--- src/rtl/id_ex_stage.sv ---
// ID/EX pipeline register: resolves forwarded operands and PC/immediate selection at capture,
// detects load-use hazards, and applies flush/stall/bubble priority to the EX-stage state.
module id_ex_stage #(
  parameter int XLEN    = 32,
  parameter int RA_W    = 5,
  parameter int ALUOP_W = 5
) (
  input  logic               CLK,
  input  logic               RESET,
  input  logic               STALL,
  input  logic               FLUSH,
  input  logic               ID_VALID,
  input  logic [XLEN-1:0]    ID_PC,
  input  logic [XLEN-1:0]    ID_DATA1,
  input  logic [XLEN-1:0]    ID_DATA2,
  input  logic [XLEN-1:0]    ID_IMM,
  input  logic [RA_W-1:0]    ID_RS1,
  input  logic [RA_W-1:0]    ID_RS2,
  input  logic [RA_W-1:0]    ID_RD,
  input  logic [ALUOP_W-1:0] ID_ALU_OP,
  input  logic               ID_OP1_SEL,
  input  logic               ID_OP2_SEL,
  input  logic               ID_REG_WRITE,
  input  logic               ID_MEM_READ,
  input  logic               ID_MEM_WRITE,
  input  logic [XLEN-1:0]    EX_RESULT,
  input  logic [RA_W-1:0]    MEM_RD,
  input  logic               MEM_REG_WRITE,
  input  logic [XLEN-1:0]    MEM_DATA,
  output logic               LOAD_USE_STALL,
  output logic               EX_VALID,
  output logic [XLEN-1:0]    EX_PC,
  output logic [XLEN-1:0]    EX_OP1,
  output logic [XLEN-1:0]    EX_OP2,
  output logic [ALUOP_W-1:0] EX_ALU_OP,
  output logic [XLEN-1:0]    EX_STORE_DATA,
  output logic [RA_W-1:0]    EX_RD,
  output logic               EX_REG_WRITE,
  output logic               EX_MEM_READ,
  output logic               EX_MEM_WRITE
);

  typedef struct packed {
    logic               valid;
    logic [XLEN-1:0]    pc;
    logic [XLEN-1:0]    op1;
    logic [XLEN-1:0]    op2;
    logic [XLEN-1:0]    sd;
    logic [ALUOP_W-1:0] alu_op;
    logic [RA_W-1:0]    rd;
    logic               rw;
    logic               mr;
    logic               mw;
  } ex_reg_t;

  ex_reg_t ex_q, ex_d;
  logic [XLEN-1:0] fwd1, fwd2;
  logic ex_fwd_ok, ex_hit1, ex_hit2, mem_hit1, mem_hit2, lu_hit;

  // A load in EX has no data yet, so it never forwards from here; that case is the load-use bubble.
  assign ex_fwd_ok = ex_q.valid & ex_q.rw & ~ex_q.mr;
  assign ex_hit1   = ex_fwd_ok & (ex_q.rd == ID_RS1);
  assign ex_hit2   = ex_fwd_ok & (ex_q.rd == ID_RS2);
  assign mem_hit1  = MEM_REG_WRITE & (MEM_RD == ID_RS1);
  assign mem_hit2  = MEM_REG_WRITE & (MEM_RD == ID_RS2);

  assign fwd1 = (ID_RS1 == '0) ? '0 : ex_hit1 ? EX_RESULT : mem_hit1 ? MEM_DATA : ID_DATA1;
  assign fwd2 = (ID_RS2 == '0) ? '0 : ex_hit2 ? EX_RESULT : mem_hit2 ? MEM_DATA : ID_DATA2;

  // rs1 is irrelevant when operand 1 comes from the PC; rs2 still feeds store data.
  assign lu_hit = ((ID_RS1 == ex_q.rd) & ~ID_OP1_SEL) | (ID_RS2 == ex_q.rd);
  assign LOAD_USE_STALL = ~RESET & ex_q.valid & ex_q.mr & (ex_q.rd != '0) &
                          ID_VALID & ~FLUSH & lu_hit;

  always_comb begin
    ex_d = ex_q;
    if (FLUSH) begin
      ex_d = '0;
    end else if (STALL) begin
      ex_d = ex_q;
    end else if (LOAD_USE_STALL || !ID_VALID) begin
      ex_d = '0;
    end else begin
      ex_d.valid  = 1'b1;
      ex_d.pc     = ID_PC;
      ex_d.op1    = ID_OP1_SEL ? ID_PC : fwd1;
      ex_d.op2    = ID_OP2_SEL ? ID_IMM : fwd2;
      ex_d.sd     = fwd2;
      ex_d.alu_op = ID_ALU_OP;
      ex_d.rd     = ID_RD;
      ex_d.rw     = ID_REG_WRITE;
      ex_d.mr     = ID_MEM_READ;
      ex_d.mw     = ID_MEM_WRITE;
    end
  end

  always_ff @(posedge CLK or posedge RESET) begin
    if (RESET) ex_q <= '0;
    else       ex_q <= ex_d;
  end

  assign EX_VALID      = ex_q.valid;
  assign EX_PC         = ex_q.pc;
  assign EX_OP1        = ex_q.op1;
  assign EX_OP2        = ex_q.op2;
  assign EX_ALU_OP     = ex_q.alu_op;
  assign EX_STORE_DATA = ex_q.sd;
  assign EX_RD         = ex_q.rd;
  assign EX_REG_WRITE  = ex_q.rw;
  assign EX_MEM_READ   = ex_q.mr;
  assign EX_MEM_WRITE  = ex_q.mw;

endmodule
--- config.mk ---
export PLATFORM = sky130hd
export DESIGN_NAME = id_ex_stage
export DESIGN_NICKNAME = d
export VERILOG_FILES = /design/src/rtl/id_ex_stage.sv
export SDC_FILE = /design/constraint.sdc
export NUM_CORES = 1
export LEC_CHECK = 0
export BUFFER_PORTS_ARGS = -buffer_cell sky130_fd_sc_hd__clkbuf_2
export CAP_MARGIN = 20
export CORE_AREA = 2 2 144 146
export DETAILED_ROUTE_END_ITERATION = 12
export DIE_AREA = 0 0 146 148
export PLACE_DENSITY = 0.73
export SKIP_CTS_REPAIR_TIMING = 1
export SLEW_MARGIN = 25
export SYNTH_ARGS = -nofsm -noshare
export SYNTH_HDL_FRONTEND = slang
export SYNTH_SLANG_ARGS = --single-unit
--- constraint.sdc ---
create_clock -name CLK -period 5.1 [get_ports CLK]
set_input_delay 0.255 -clock CLK [delete_from_list [all_inputs] [get_ports CLK]]
set_output_delay 0.255 -clock CLK [all_outputs]
set_load 0.03 [all_outputs]
Word-level counts from Yosys, hierarchy flattened
Cells that the tools add are included.
Widths: inputs -> output; s select.
{"block": "totals", "reg_bits": 142, "latch_bits": 0, "mem_bits_rw": 0, "rom_bits": 0, "input_bits": 228, "out_inout_bits": 143, "elab_cells": 51, "memories": 0}
{"block": "classes", "add_sub_neg": 0, "multipliers": 0, "div_mod_pow": 0, "order_cmp": 0, "n_eq_ne": 7, "shifts": 0, "mux": 11, "n_bitwise": 18, "reduce_logical": 5}
{"operator": "$mux 142", "n": 3}
{"operator": "$mux 32", "n": 8}
{"operator": "$eq 5x5->1", "n": 6}
{"operator": "$and 1x1->1", "n": 13}
{"operator": "$logic_not 5->1", "n": 2}
{"operator": "$reduce_bool 5->1", "n": 1}
{"operator": "$not 1->1", "n": 4}
{"operator": "$ne 2x1->1 const B", "n": 1}
{"operator": "$logic_not 1->1", "n": 1}
{"operator": "$logic_or 1x1->1", "n": 1}
{"operator": "$or 1x1->1", "n": 1}

Logic depth before layout (Yosys ltp)
Gate-level depths: netlist of the first run.
{"block": "logic_depth", "word_depth": 11, "depth_mapped": 7, "ltp_nobuf": 5}

Worst setup path before layout of the first run
Ideal clock, no wire load.
{"block": "synth_path", "path_type": "input to register", "startpoint": "input port RESET", "endpoint": "register ex_q (netlist bit EX_ALU_OP[4])", "setup_time_ps": 121, "t_arrival_ps": 4457, "t_required_ps": 4979, "path_slack_ps": 522, "cell_stages": 7, "path_buffers": 2, "cell_sequence": "inv_1 > and3_1 > o211ai_2 > o21a_1 > buf_4 > buf_4 > a22o_1"}
{"block": "synth_between", "elab_chain_len": 11}
{"element": "start: declaration", "line_no": "9", "source": "input logic RESET,"}
{"element": "$not 1->1", "line_no": "72", "source": "assign LOAD_USE_STALL = ~RESET & ex_q.valid & ex_q.mr & (ex_q.rd != '0) &"}
{"element": "$and 1x1->1 (4 in a row)", "line_no": "72"}
{"element": "$and 1x1->1 (2 in a row)", "line_no": "73", "source": "ID_VALID & ~FLUSH & lu_hit;"}
{"element": "$logic_or 1x1->1", "line_no": "81", "source": "end else if (LOAD_USE_STALL || !ID_VALID) begin"}
{"element": "$mux 142", "line_no": "81"}
{"element": "$mux 142", "line_no": "79", "source": "end else if (STALL) begin"}
{"element": "$mux 142", "line_no": "77", "source": "if (FLUSH) begin"}
{"element": "end signal: assignment", "line_no": "98", "source": "if (RESET) ex_q <= '0;"}
{"element": "end signal: assignment", "line_no": "99", "source": "else ex_q <= ex_d;"}
{"element": "end: declaration", "line_no": "56", "source": "ex_reg_t ex_q, ex_d;"}
No other way between the ends. The select of a mux whose other input is x is not followed.
A chain may end at the register's enable or synchronous reset.

Final worst setup path of the first run
{"block": "layout_path", "startpoint": "register ex_q (netlist bit EX_RD[1])", "endpoint": "register ex_q (netlist bit EX_OP1[0])"}
{"block": "layout_between", "elab_chain_len": 9, "word_cells_on_any_way": 18}
{"element": "$reduce_bool 5->1", "line_no": "72"}
{"element": "$and 1x1->1 (2 in a row)", "line_no": "72"}
{"element": "$and 1x1->1 (2 in a row)", "line_no": "73"}
{"element": "$logic_or 1x1->1", "line_no": "81"}
{"element": "$mux 142 *", "line_no": "81"}
{"element": "$mux 142 *", "line_no": "79"}
{"element": "$mux 142 *", "line_no": "77"}
Every way passes the cells marked *; elsewhere a longest branch is shown, timed or not. The select of a mux whose other input is x is not followed.

==> results of run 1 <==
[worst max-delay path, stage by stage (launching register included)]
cell,delay (ns)
dfrtp_1,0.45
xnor2_1,0.22
nand3_2,0.57
o2bb2a_4,0.46
o21ai_4,0.72
buf_12,0.41
a22oi_1,0.15
[registers in the layout, indices dropped and copies added, names as in the netlist]
name,flops
EX_VALID,1
EX_MEM_READ,1
EX_MEM_WRITE,1
EX_OP2,32
EX_PC,32
EX_STORE_DATA,32
EX_OP1,32
EX_ALU_OP,5
EX_REG_WRITE,1
EX_RD,5
[cell families after synthesis]
kind of cell / count (synthesis)
simple gates: 251
buf+inv: 106
compound gates: 370
xor+xnor: 20
flops: 142
[Yosys cell counts (3+ instances only)]
cell type / count / share of area, %
or4_1: 3 / 0.26
a22oi_2: 29 / 4.2
dfrtp_1: 142 / 41
o21ai_0: 32 / 1.9
clkbuf_1: 61 / 2.7
xnor2_1: 11 / 1.1
nor2b_1: 3 / 0.22
o31ai_1: 64 / 5.6
o311ai_1: 32 / 3.3
buf_4: 9 / 0.79
and3_1: 33 / 2.4
buf_1: 5 / 0.22
and2_1: 3 / 0.22
nand3b_1: 35 / 3.1
nor3_1: 32 / 1.9
a311o_1: 32 / 3.7
nand3_1: 32 / 1.9
a21boi_0: 30 / 2.6
buf_2: 24 / 1.4
xor2_1: 9 / 0.92
a22oi_1: 99 / 8.7
nor2_1: 4 / 0.17
a22o_1: 45 / 4.6
nand2_1: 99 / 4.3
buf_6: 4 / 0.53
[per-layer routing]
layer  track usage (%)  up-vias  share of wire, %  routed length [um]
li1                  -     4088                 -                   -
met1             42.74     4332                44               14470
met2             42.95      490                44               14430
met3             5.586       68               8.1                2660
met4             12.14        4               3.4                1126
met5                 0        -             0.073                  24
[power by group through the flow]
stage	clock network [W]	logic (W)	registers (W)
3_3_place_gp	0	0.000553	0.00122
3_5_place_dp	0	0.000559	0.00122
2_1_floorplan	0	0.000253	0.00130
5_1_grt	0.00139	0.000601	0.00120
4_1_cts	0.00134	0.000560	0.00120
6_report	0.00133	0.000563	0.00120
[through the flow]
stage / total power (W) / hold WS, ns / util (%)
floorplan: 0.001549 / 0.3877 / -
global placement: 0.001771 / 0.3845 / 52.01
detailed placement: 0.001777 / 0.3884 / 52.07
CTS: 0.003102 / -0.06370 / 55.16
global route: 0.003193 / 0.05397 / 55.28
finish: 0.003087 / 0.05347 / 55.29
[cell type report]
class / count / area share (%)
Multi-Input combinational cell: 641 / 41.20
Inverter: 1 / 0.07905
Tap cell: 270 / 3.049
Antenna cell: 3 / 0.06776
Timing Repair Buffer: 385 / 17.93
Clock buffer: 18 / 3.964
Clock inverter: 14 / 1.637
Sequential cell: 142 / 32.07
[how the worst min path moves through the flow]
stage	start	to	slack (ns)
3_3_place_gp	RESET	EX_OP2[6]	0.38
4_1_cts	RESET	EX_OP2[7]	-0.06
2_1_floorplan	ID_ALU_OP[0]	EX_ALU_OP[0]	0.39
3_5_place_dp	RESET	EX_OP2[6]	0.39
5_1_grt	ID_REG_WRITE	EX_REG_WRITE	0.05
6_report	ID_REG_WRITE	EX_REG_WRITE	0.05
==> metrics, run 1 <==
status=finished clean; Total GRT Usage=between 20 and 30%; TritonRoute pass-1 iters=5; Post-Syn Area per Cell=9.649 um^2; P_sw=0.0009326 W; switching part of the total=30.21%; Clock Sinks=142; worst reg-to-reg setup slack=1.90 ns; storage element area=between 3000 and 4000 um^2; clock skew=approximately 0.011 ns; worst vdd ir=between 0.2 and 0.25 mV; Nets=approximately 1400; Net Count, Synth=~1100; crit path launch type=flip-flop; commonest non-fill, non-tap cells in the layout=clkbuf_2, dfrtp_1, nand2_1, a22oi_1, o31ai_1; Area after DPL=10430 um^2; Port Buffers=between 300 and 400; Data arrival, critical path=3.48 ns; worst-margin pin slew=1.018 ns; reg2reg end=EX_OP1[0]; Synth-to-Final Area Change=29.16%; Final Setup Violations=0; final hold violation count=0; total gr overflow=0; dpl cells=~1400; first-pass GRT wire length=49640 um; Worst-path clk slew=0.07 ns; YS warnings=0; Post-Synth Adder-Cell Area=0%; reg-to-reg critical path startpoint=EX_RD[1]; worst slack, placed=between 1.5 and 2 ns; Worst Hold Class=primary input to flip-flop; largest net degree at the start of global routing=100; Compound-Gate Fraction of Synth Area=35.41%; largest fanout on the critical path=66; routed len/inst=22.20 um; Required @ worst endpoint=approximately 5.4 ns; Flop pwr share=38.8%; unrepaired setup endpoints after global routing=false; Netlist Area Pre-Place=8578 um^2; core box area=20040 um^2; TritonCTS clock tree=done; DR DRC count=0; Tcrit/Tclk final=62.81%; Synth Area in Simple Gates=15.33%; Gate power share=between 10% and 20%; Post-synth EDFFs=0; flops & latches, synth=142; max cap viols=0; XOR/XNOR Fraction of Synth Area=under 10%; cell area after layout=11080 um^2; # rows=52; Avg Vias per Cell=a little over 6; Slew Limit Fails=0; fill count=between 1500 and 2000; Achievable Freq=312.2 MHz; initial DRC count=704; proportion of synthesized area in mux cells=0%; Power Dens Cells=roughly 280 nW/um^2; antenna violations before repair=5; HPWL Detailed=23980 um; Fin Setup TNS=0 ns; ys flop type=dfrtp_1; final worst slack=roughly 1.9 ns; fraction of layout cells with a size suffix above 1=38.47%; area of the multi-input gates=4564 um^2; Clock Tree Root=clkbuf_16; Slew headroom=around a third; io pins=371; CP Capture Type=flip-flop; R2R depth=6; Die Span X=146 um; CTS Buffer Depth=2; TritonCTS buffer count=17; DRT antenna net count=0; GP Congestion=0.9661; main combinational cell family by area after synthesis=compound AO/OA/AOI/OAI gates; DIE AREA=21610 um^2; WS Path Type=flip-flop to flip-flop; CP Capture Point=EX_OP1[0]; Yosys cell types=41; vias in the first global route=8535; final cell count without fillers=about 1500; initial cell density of the core=42.81%; register area share after synthesis=41.42%; Worst Setup SP=EX_RD[1]; DRT Wirelength=between 30000 and 40000 um; clock network power share=43.0%; Hold Path Stages=2; internal power=0.002155 W; H-tree depth=4; Tmin final=3.203 ns; commonest non-fill, non-tap cell in the layout=clkbuf_2; Clk Latency, worst-skew pair=0.42 ns; Post-Syn Instances=between 800 and 900; leakage=5.086 nW; Async SR Flop Fraction=100.0%; Vias=8982; Die Y=148 um
No activity file was read; power rests on OpenSTA's default activity.
==> run 2: changes to the inputs <==
--- a/config.mk
+++ b/config.mk
@@ -5,12 +5,13 @@
 export SDC_FILE = /design/constraint.sdc
 export NUM_CORES = 1
 export LEC_CHECK = 0
+export ABC_AREA = 1
 export BUFFER_PORTS_ARGS = -buffer_cell sky130_fd_sc_hd__clkbuf_2
 export CAP_MARGIN = 20
-export CORE_AREA = 2 2 144 146
+export CORE_AREA = 2 2 142 144
 export DETAILED_ROUTE_END_ITERATION = 12
-export DIE_AREA = 0 0 146 148
-export PLACE_DENSITY = 0.73
+export DIE_AREA = 0 0 144 146
+export PLACE_DENSITY = 0.77
 export SKIP_CTS_REPAIR_TIMING = 1
 export SLEW_MARGIN = 25
 export SYNTH_ARGS = -nofsm -noshare
==> constraint.sdc (replaced) <==
create_clock -name CLK -period 3.1 [get_ports CLK]
set_input_delay 0.155 -clock CLK [delete_from_list [all_inputs] [get_ports CLK]]
set_output_delay 0.155 -clock CLK [all_outputs]
set_load 0.03 [all_outputs]
==> run 2 against run 1 <==
Compared with the run above:
- the run now ends with hold timing left
- critical path depth increased by 5
- clock skew increased by 0.00084 ns
- sequential share of layout area decreased by 1.7 points
- clock-buffer cell count increased by 1
- largest cell class unchanged
- area after synthesis increased by 3.5%
- cell area increased by 5.5%
==> metrics, run 2 <==
worst-margin pin slew=0.8347 ns (was 1.018 ns); Net Count, Synth=1645 (was 1117); ys flop type=dfrtp_1 (unchanged); initial DRC count=893 (was 704); Overall Power=0.005022 W (was 0.003087 W); YS warnings=0 (unchanged); fraction of layout cells with a size suffix above 1=25.30% (was 38.47%); Hold Path Stages=3 (was 2); Synth-to-Final Area Change=31.62% (was 29.16%); # rows=51 (was 52); WS Path Type=flip-flop to primary output (was flip-flop to flip-flop); flops & latches, synth=142 (unchanged); largest net degree at the start of global routing=143 (was 100); Required @ worst endpoint=2.94 ns (was 5.38 ns); final hold slack=-0.01088 ns (was 0.05347 ns); routed len/inst=16.59 um (was 22.20 um); total gr overflow=0 (unchanged); fill count=1886 (was 1858); crit path launch type=flip-flop (unchanged); crit path buf inv count=5 (was 1); met3 GRT Util=5.495% (was 5.586%); Worst Hold Class=primary input to flip-flop (unchanged); worst reg-to-reg setup slack=0.98 ns (was 1.90 ns); Area contributors post-synth=dfrtp_1, nand2_1, nand3_1 (was dfrtp_1, a22oi_1, o31ai_1); met1 Resource Use GR=44.35% (was 42.74%); Clock Tree Root=clkbuf_16 (unchanged); max cap viols=0 (unchanged); Area after DPL=10900 um^2 (was 10430 um^2); storage element area=3553 um^2 (unchanged); CTS Buffer Depth=2 (unchanged); status=complete, but fails checks (was finished clean); Vias=10428 (was 8982); worst slack, placed=1.062 ns (was 1.919 ns); TritonCTS clock tree=done (unchanged); Data arrival, critical path=2.08 ns (was 3.48 ns); final worst slack=0.8654 ns (was 1.897 ns); Clk Latency, worst-skew pair=0.42 ns (about the same); critical path, cell by cell=inv_2 -> nand2_1 -> nand2_1 -> nand3_1 -> nor2_4 -> inv_2 -> nand2_1 -> nand2_2 -> buf_4 -> inv_2 -> clkbuf_2 (was xnor2_1 -> nand3_2 -> o2bb2a_4 -> o21ai_4 -> buf_12 -> a22oi_1); vias in the first global route=9460 (was 8535); Post-Syn Instances=1417 (was 889); antenna violations before repair=2 (was 5); Tcrit/Tclk final=72.08%; DR DRC count=0 (unchanged); post-synth top area share=40.02% (was 41.42%); Achievable Freq=between 400 and 500 MHz; cell area after layout=11690 um^2 (was 11080 um^2); Slew Limit Fails=0 (unchanged); final cell count without fillers=2038 (was 1474); Die Y=146 um (was 148 um); commonest non-fill, non-tap cells in the layout=nand2_1, clkbuf_2, nand3_1, dfrtp_1, nor2_1 (was clkbuf_2, dfrtp_1, nand2_1, a22oi_1, o31ai_1); Post-Syn Area per Cell=6.267 um^2 (was 9.649 um^2); HPWL Detailed=24990 um (was 23980 um); unrepaired setup endpoints after global routing=false (unchanged); reg2reg end=EX_OP2[5] (was EX_OP1[0]); Tmin final=around 2.2 ns; Hold EP=EX_PC[3] (was EX_REG_WRITE); DRT Wirelength=33820 um (was 32720 um); failing checks=hold timing; met2 Resource Use GR=48.64% (was 42.95%); Avg Vias per Cell=5.117 (was 6.094); core box area=19330 um^2 (was 20040 um^2); first-pass GRT wire length=51650 um (was 49640 um); leakage=7.198 nW (was 5.086 nW); worst vdd ir=0.3299 mV (was 0.2209 mV); global route hottest layer=met2 (unchanged); crit path max-delay cell type=dfrtp_1 (was o21ai_4); Die Span X=144 um (was 146 um); Netlist Area Pre-Place=8880 um^2 (was 8578 um^2); area of the multi-input gates=4474 um^2 (was 4564 um^2); Power Dens Cells=429.7 nW/um^2 (was 278.6 nW/um^2); largest fanout on the critical path=46 (was 66); H-tree depth=4 (unchanged); io pins=371 (unchanged); Worst-path clk slew=0.07 ns (about the same); Port Buffers=370 (unchanged); synth cell count leaders=nand2_1, nand3_1, dfrtp_1 (was dfrtp_1, a22oi_1, nand2_1); Yosys cell types=24 (was 41); hold path startpoint=ID_PC[3] (was ID_REG_WRITE); dpl cells=1983 (was 1438); Clock Sinks=142 (unchanged); leading area contributor after synthesis=dfrtp_1 (unchanged); Post-synth EDFFs=0 (unchanged); final hold violation count=5 (was 0); Slew headroom=44.35% (was 32.10%); Nets=1986 (was 1416); CP Capture Type=primary output (was flip-flop); top cell family by delay on the critical path=buffers and inverters (was compound AO/OA/AOI/OAI gates); TritonRoute pass-1 iters=6 (was 5); Crit path largest cell delay=0.43 ns (was 0.72 ns); initial cell density of the core=45.93% (was 42.81%); clock skew=0.01152 ns (was 0.01069 ns); reg-to-reg critical path startpoint=EX_RD[3] (was EX_RD[1]); GP Congestion=0.9488 (was 0.9661); most common cell in the synthesized netlist=nand2_1 (was dfrtp_1); register area share after synthesis=40.02% (was 41.42%); commonest non-fill, non-tap cell in the layout=nand2_1 (was clkbuf_2); DIE AREA=21020 um^2 (was 21610 um^2); Final Setup Violations=0 (unchanged); Total GRT Usage=31.39% (was 29.35%); Async SR Flop Fraction=100.0% (unchanged); TritonCTS buffer count=17 (unchanged); DRT antenna net count=0 (unchanged); R2R depth=13 (was 6)
run 2: changes by cell type in the layout (fill, tap and decap cells not counted), moves of 32 or more:
cell and delta:
inv_1 +111, and3_1 -33, nand3_1 +180, o311ai_1 -32, nand2_1 +515, nand3b_1 -35, nor2_1 +135, a22oi_1 -99
o31ai_1 -64, nand4_1 +34, a311o_1 -32, a22o_1 -45
run 2: final cells by class:
class	count	area share, %
Multi-Input combinational cell	1058	38.28
Sequential cell	142	30.40
Timing Repair Buffer	414	19.44
Inverter	125	4.079
Clock buffer	19	3.704
Tap cell	265	2.837
Clock inverter	13	1.210
Antenna cell	2	0.04282
run 2: where the power goes:
group	total, W	internal, W	switching (W)
sequential	0.00198	0.00193	0.0000520
clock	0.00204	0.00119	0.000856
combinational	0.000995	0.000323	0.000672
run 2: worst register-to-register path, cell delays in order (launching register included):
cell	delay, ns
dfrtp_1	0.43
inv_2	0.11
nand2_1	0.06
nand2_1	0.05
nand3_1	0.12
nor2_4	0.12
buf_4	0.33
nand2_1	0.10
buf_4	0.25
nand3_1	0.14
nand2_1	0.14
nand2_1	0.09
nand2_1	0.07
nand2_1	0.06
run 2: kinds of logic after synthesis:
logic type,after synthesis,share of synthesized area (%)
and+or+nand+nor,1012,47.23
DFF,142,40.02
buffers and inverters,217,9.990
AOI/OAI and AO/OA,42,2.367
xor gates and xnor gates,4,0.3946
run 2: routing by layer:
metal | wire, um | share of wire (%)
met4 | 942 | 2.8
met3 | 2786 | 8.2
met1 | 14440 | 43
met2 | 15650 | 46
met5 | 0 | 0
run 2: worst max path at each step:
stage	endpoint	cells past startpoint	startpoint	slack, ns
after global routing	LOAD_USE_STALL	11	EX_RD[3]	0.71
after CTS	LOAD_USE_STALL	11	EX_RD[3]	0.87
after detailed placement	EX_OP2[5]	13	EX_RD[3]	1.06
after global placement	EX_OP2[5]	13	EX_RD[0]	1.08
final	LOAD_USE_STALL	11	EX_RD[3]	0.87
after floorplan	EX_OP2[10]	10	RESET	-0.05
run 2: per-stage QoR:
step | setup TNS (ns) | utilization (%)
floorplan | -1.314 | -
global placement | 0 | 56.36
detailed placement | 0 | 56.36
CTS | 0 | 59.33
global route | 0 | 60.45
finish | 0 | 60.45
==> run 3: changes to the inputs <==
--- a/config.mk
+++ b/config.mk
@@ -5,13 +5,13 @@
 export SDC_FILE = /design/constraint.sdc
 export NUM_CORES = 1
 export LEC_CHECK = 0
-export ABC_AREA = 1
+export ABC_AREA = 0
 export BUFFER_PORTS_ARGS = -buffer_cell sky130_fd_sc_hd__clkbuf_2
 export CAP_MARGIN = 20
-export CORE_AREA = 2 2 142 144
+export CORE_AREA = 2 2 144 146
 export DETAILED_ROUTE_END_ITERATION = 12
-export DIE_AREA = 0 0 144 146
-export PLACE_DENSITY = 0.77
+export DIE_AREA = 0 0 146 148
+export PLACE_DENSITY = 0.73
 export SKIP_CTS_REPAIR_TIMING = 1
 export SLEW_MARGIN = 25
 export SYNTH_ARGS = -nofsm -noshare
==> constraint.sdc (replaced) <==
create_clock -name CLK -period 2.25 [get_ports CLK]
set_input_delay 0.1125 -clock CLK [delete_from_list [all_inputs] [get_ports CLK]]
set_output_delay 0.1125 -clock CLK [all_outputs]
set_load 0.03 [all_outputs]
==> run 3 against run 2 <==
Compared with the run above:
- the run still ends with hold timing left
- clock power up 39%
- critical path depth decreased by 6
- hold slack worse by 0.038 ns
- cell area fell by 0.19%
- largest cell class unchanged
- non-clock buffer count grew 26
- sequential share of layout area is 0.059 points higher
- global-route usage shrank 1.9 points
- combinational power is 38% higher
- die area grew 2.8%
- setup slack worse by 0.71 ns
- largest power group unchanged
- flip-flop and latch count unchanged
==> metrics, run 3 (synthesis gave the netlist of run 1 again) <==
Achievable Freq=477.1 MHz; final cell count without fillers=1533 (was 2038); GP Congestion=0.9368 (was 0.9488); DRT Wirelength=33530 um (was 33820 um); CTS Buffer Depth=2 (unchanged); Avg Vias per Cell=6.071 (was 5.117); fill count=1836 (was 1886); largest fanout on the critical path=65 (was 46); max cap viols=0 (unchanged); storage element area=3553 um^2 (unchanged); Tmin final=2.096 ns; vias in the first global route=8547 (was 9460); failing checks=hold timing (unchanged); Worst-path clk slew=0.08 ns (was 0.07 ns); clock skew=0.01507 ns (was 0.01152 ns); Area after DPL=10620 um^2 (was 10900 um^2); first-pass GRT wire length=49830 um (was 51650 um); unrepaired setup endpoints after global routing=false (unchanged); largest net degree at the start of global routing=143 (unchanged); Crit path largest cell delay=0.55 ns (was 0.43 ns); Data arrival, critical path=2.41 ns (was 2.08 ns); Power Dens Cells=594.0 nW/um^2 (was 429.7 nW/um^2); CP Capture Type=flip-flop (was primary output); Clock Sinks=142 (unchanged); Total GRT Usage=29.49% (was 31.39%); leakage=5.330 nW (was 7.198 nW); DRT antenna net count=0 (unchanged); Die Span X=146 um (was 144 um); Vias=9307 (was 10428); Nets=1471 (was 1986); crit path launch type=flip-flop (unchanged); worst slack, placed=0.2486 ns (was 1.062 ns); Required @ worst endpoint=2.57 ns (was 2.94 ns); routed len/inst=21.87 um (was 16.59 um); final hold violation count=5 (unchanged); Tcrit/Tclk final=roughly 93%; initial cell density of the core=42.81% (was 45.93%); Die Y=148 um (was 146 um); Port Buffers=370 (unchanged); Slew headroom=45.89% (was 44.35%); fraction of layout cells with a size suffix above 1=37.42% (was 25.30%); TritonRoute pass-1 iters=6 (unchanged); commonest non-fill, non-tap cell in the layout=clkbuf_2 (was nand2_1); worst-margin pin slew=0.8116 ns (was 0.8347 ns); TritonCTS buffer count=17 (unchanged); DR DRC count=0 (unchanged); worst vdd ir=0.4778 mV (was 0.3299 mV); HPWL Detailed=23780 um (was 24990 um); area of the multi-input gates=4561 um^2 (was 4474 um^2); critical path, cell by cell=or4_1 -> o211ai_2 -> o21ai_4 -> buf_12 -> o31ai_1 (was inv_2 -> nand2_1 -> nand2_1 -> nand3_1 -> nor2_4 -> inv_2 -> nand2_1 -> nand2_2 -> buf_4 -> inv_2 -> clkbuf_2); final worst slack=0.1541 ns (was 0.8654 ns); total gr overflow=0 (unchanged); final hold slack=-0.04903 ns (was -0.01088 ns); Overall Power=0.006929 W (was 0.005022 W); dpl cells=1449 (was 1983); initial DRC count=913 (was 893); # rows=52 (was 51); core box area=20040 um^2 (was 19330 um^2); top cell family by delay on the critical path=compound AO/OA/AOI/OAI gates (was buffers and inverters); Final Setup Violations=0 (unchanged); Synth-to-Final Area Change=35.98% (was 31.62%); io pins=371 (unchanged); DIE AREA=21610 um^2 (was 21020 um^2); crit path buf inv count=1 (was 5); Slew Limit Fails=0 (unchanged); commonest non-fill, non-tap cells in the layout=clkbuf_2, dfrtp_1, nand2_1, a22oi_1, o31ai_1 (was nand2_1, clkbuf_2, nand3_1, dfrtp_1, nor2_1); status=complete, but fails checks (unchanged); crit path max-delay cell type=or4_1 (was dfrtp_1); cell area after layout=11660 um^2 (was 11690 um^2); Clock Tree Root=clkbuf_16 (unchanged); TritonCTS clock tree=done (unchanged); Clk Latency, worst-skew pair=0.43 ns (was 0.42 ns); WS Path Type=flip-flop to flip-flop (was flip-flop to primary output); Worst Hold Class=primary input to async pin (was primary input to flip-flop); antenna violations before repair=7 (was 2); H-tree depth=4 (unchanged)
## run 3: stage by stage
step	hold slack [ns]	setup TNS [ns]	utilization, %
after floorplan	0.2452	-164.64	-
after global placement	0.3309	0	53.02
after detailed placement	0.3360	0	53.02
after CTS	-0.1105	0	55.88
after global routing	0.03360	0	58.17
final	-0.04903	0	58.21
## run 3: path summary, 6_finish.rpt
check,startpoint,end,slack [ns],cells after the start
setup / recovery,EX_RD[0],EX_STORE_DATA[2],0.15,5
hold / removal,RESET,EX_STORE_DATA[6],-0.05,3
setup reg to reg,EX_RD[0],EX_STORE_DATA[2],0.15,5
hold reg to reg,EX_STORE_DATA[24],EX_STORE_DATA[24],0.48,2
max in group asynchronous,RESET,EX_OP1[21],1.68,3
min in group CLK,ID_IMM[17],EX_OP2[17],0.03,3
## run 3: layer usage
layer	up-vias	wire, um	global-route usage (%)
met2	584	15150	43.92
met4	2	1173	10.83
met3	92	3004	5.494
met1	4418	14190	42.94
met5	-	12	0
li1	4211	-	-
## run 3: where the power goes
group / internal [W] / switching (W) / total (W)
clock network: 0.00156 / 0.00128 / 0.00284
logic: 0.000519 / 0.000855 / 0.00137
registers: 0.00264 / 0.0000725 / 0.00272
## run 3: area by class of cell
| class | instances | share of cell area [%] |
|---|---|---|
| clock buffers | 17 | 3.647 |
| repair buffers | 440 | 22.42 |
| well taps | 270 | 2.896 |
| inverters | 1 | 0.06436 |
| diodes | 7 | 0.1502 |
| multi-input cells | 641 | 39.10 |
| clock inverters | 15 | 1.266 |
| flip-flops and latches | 142 | 30.46 |
## run 3: tightest hold or removal path, delay by kind of cell
kind | cells | cell delay (ns)
buffers and inverters | 3 | 0.76
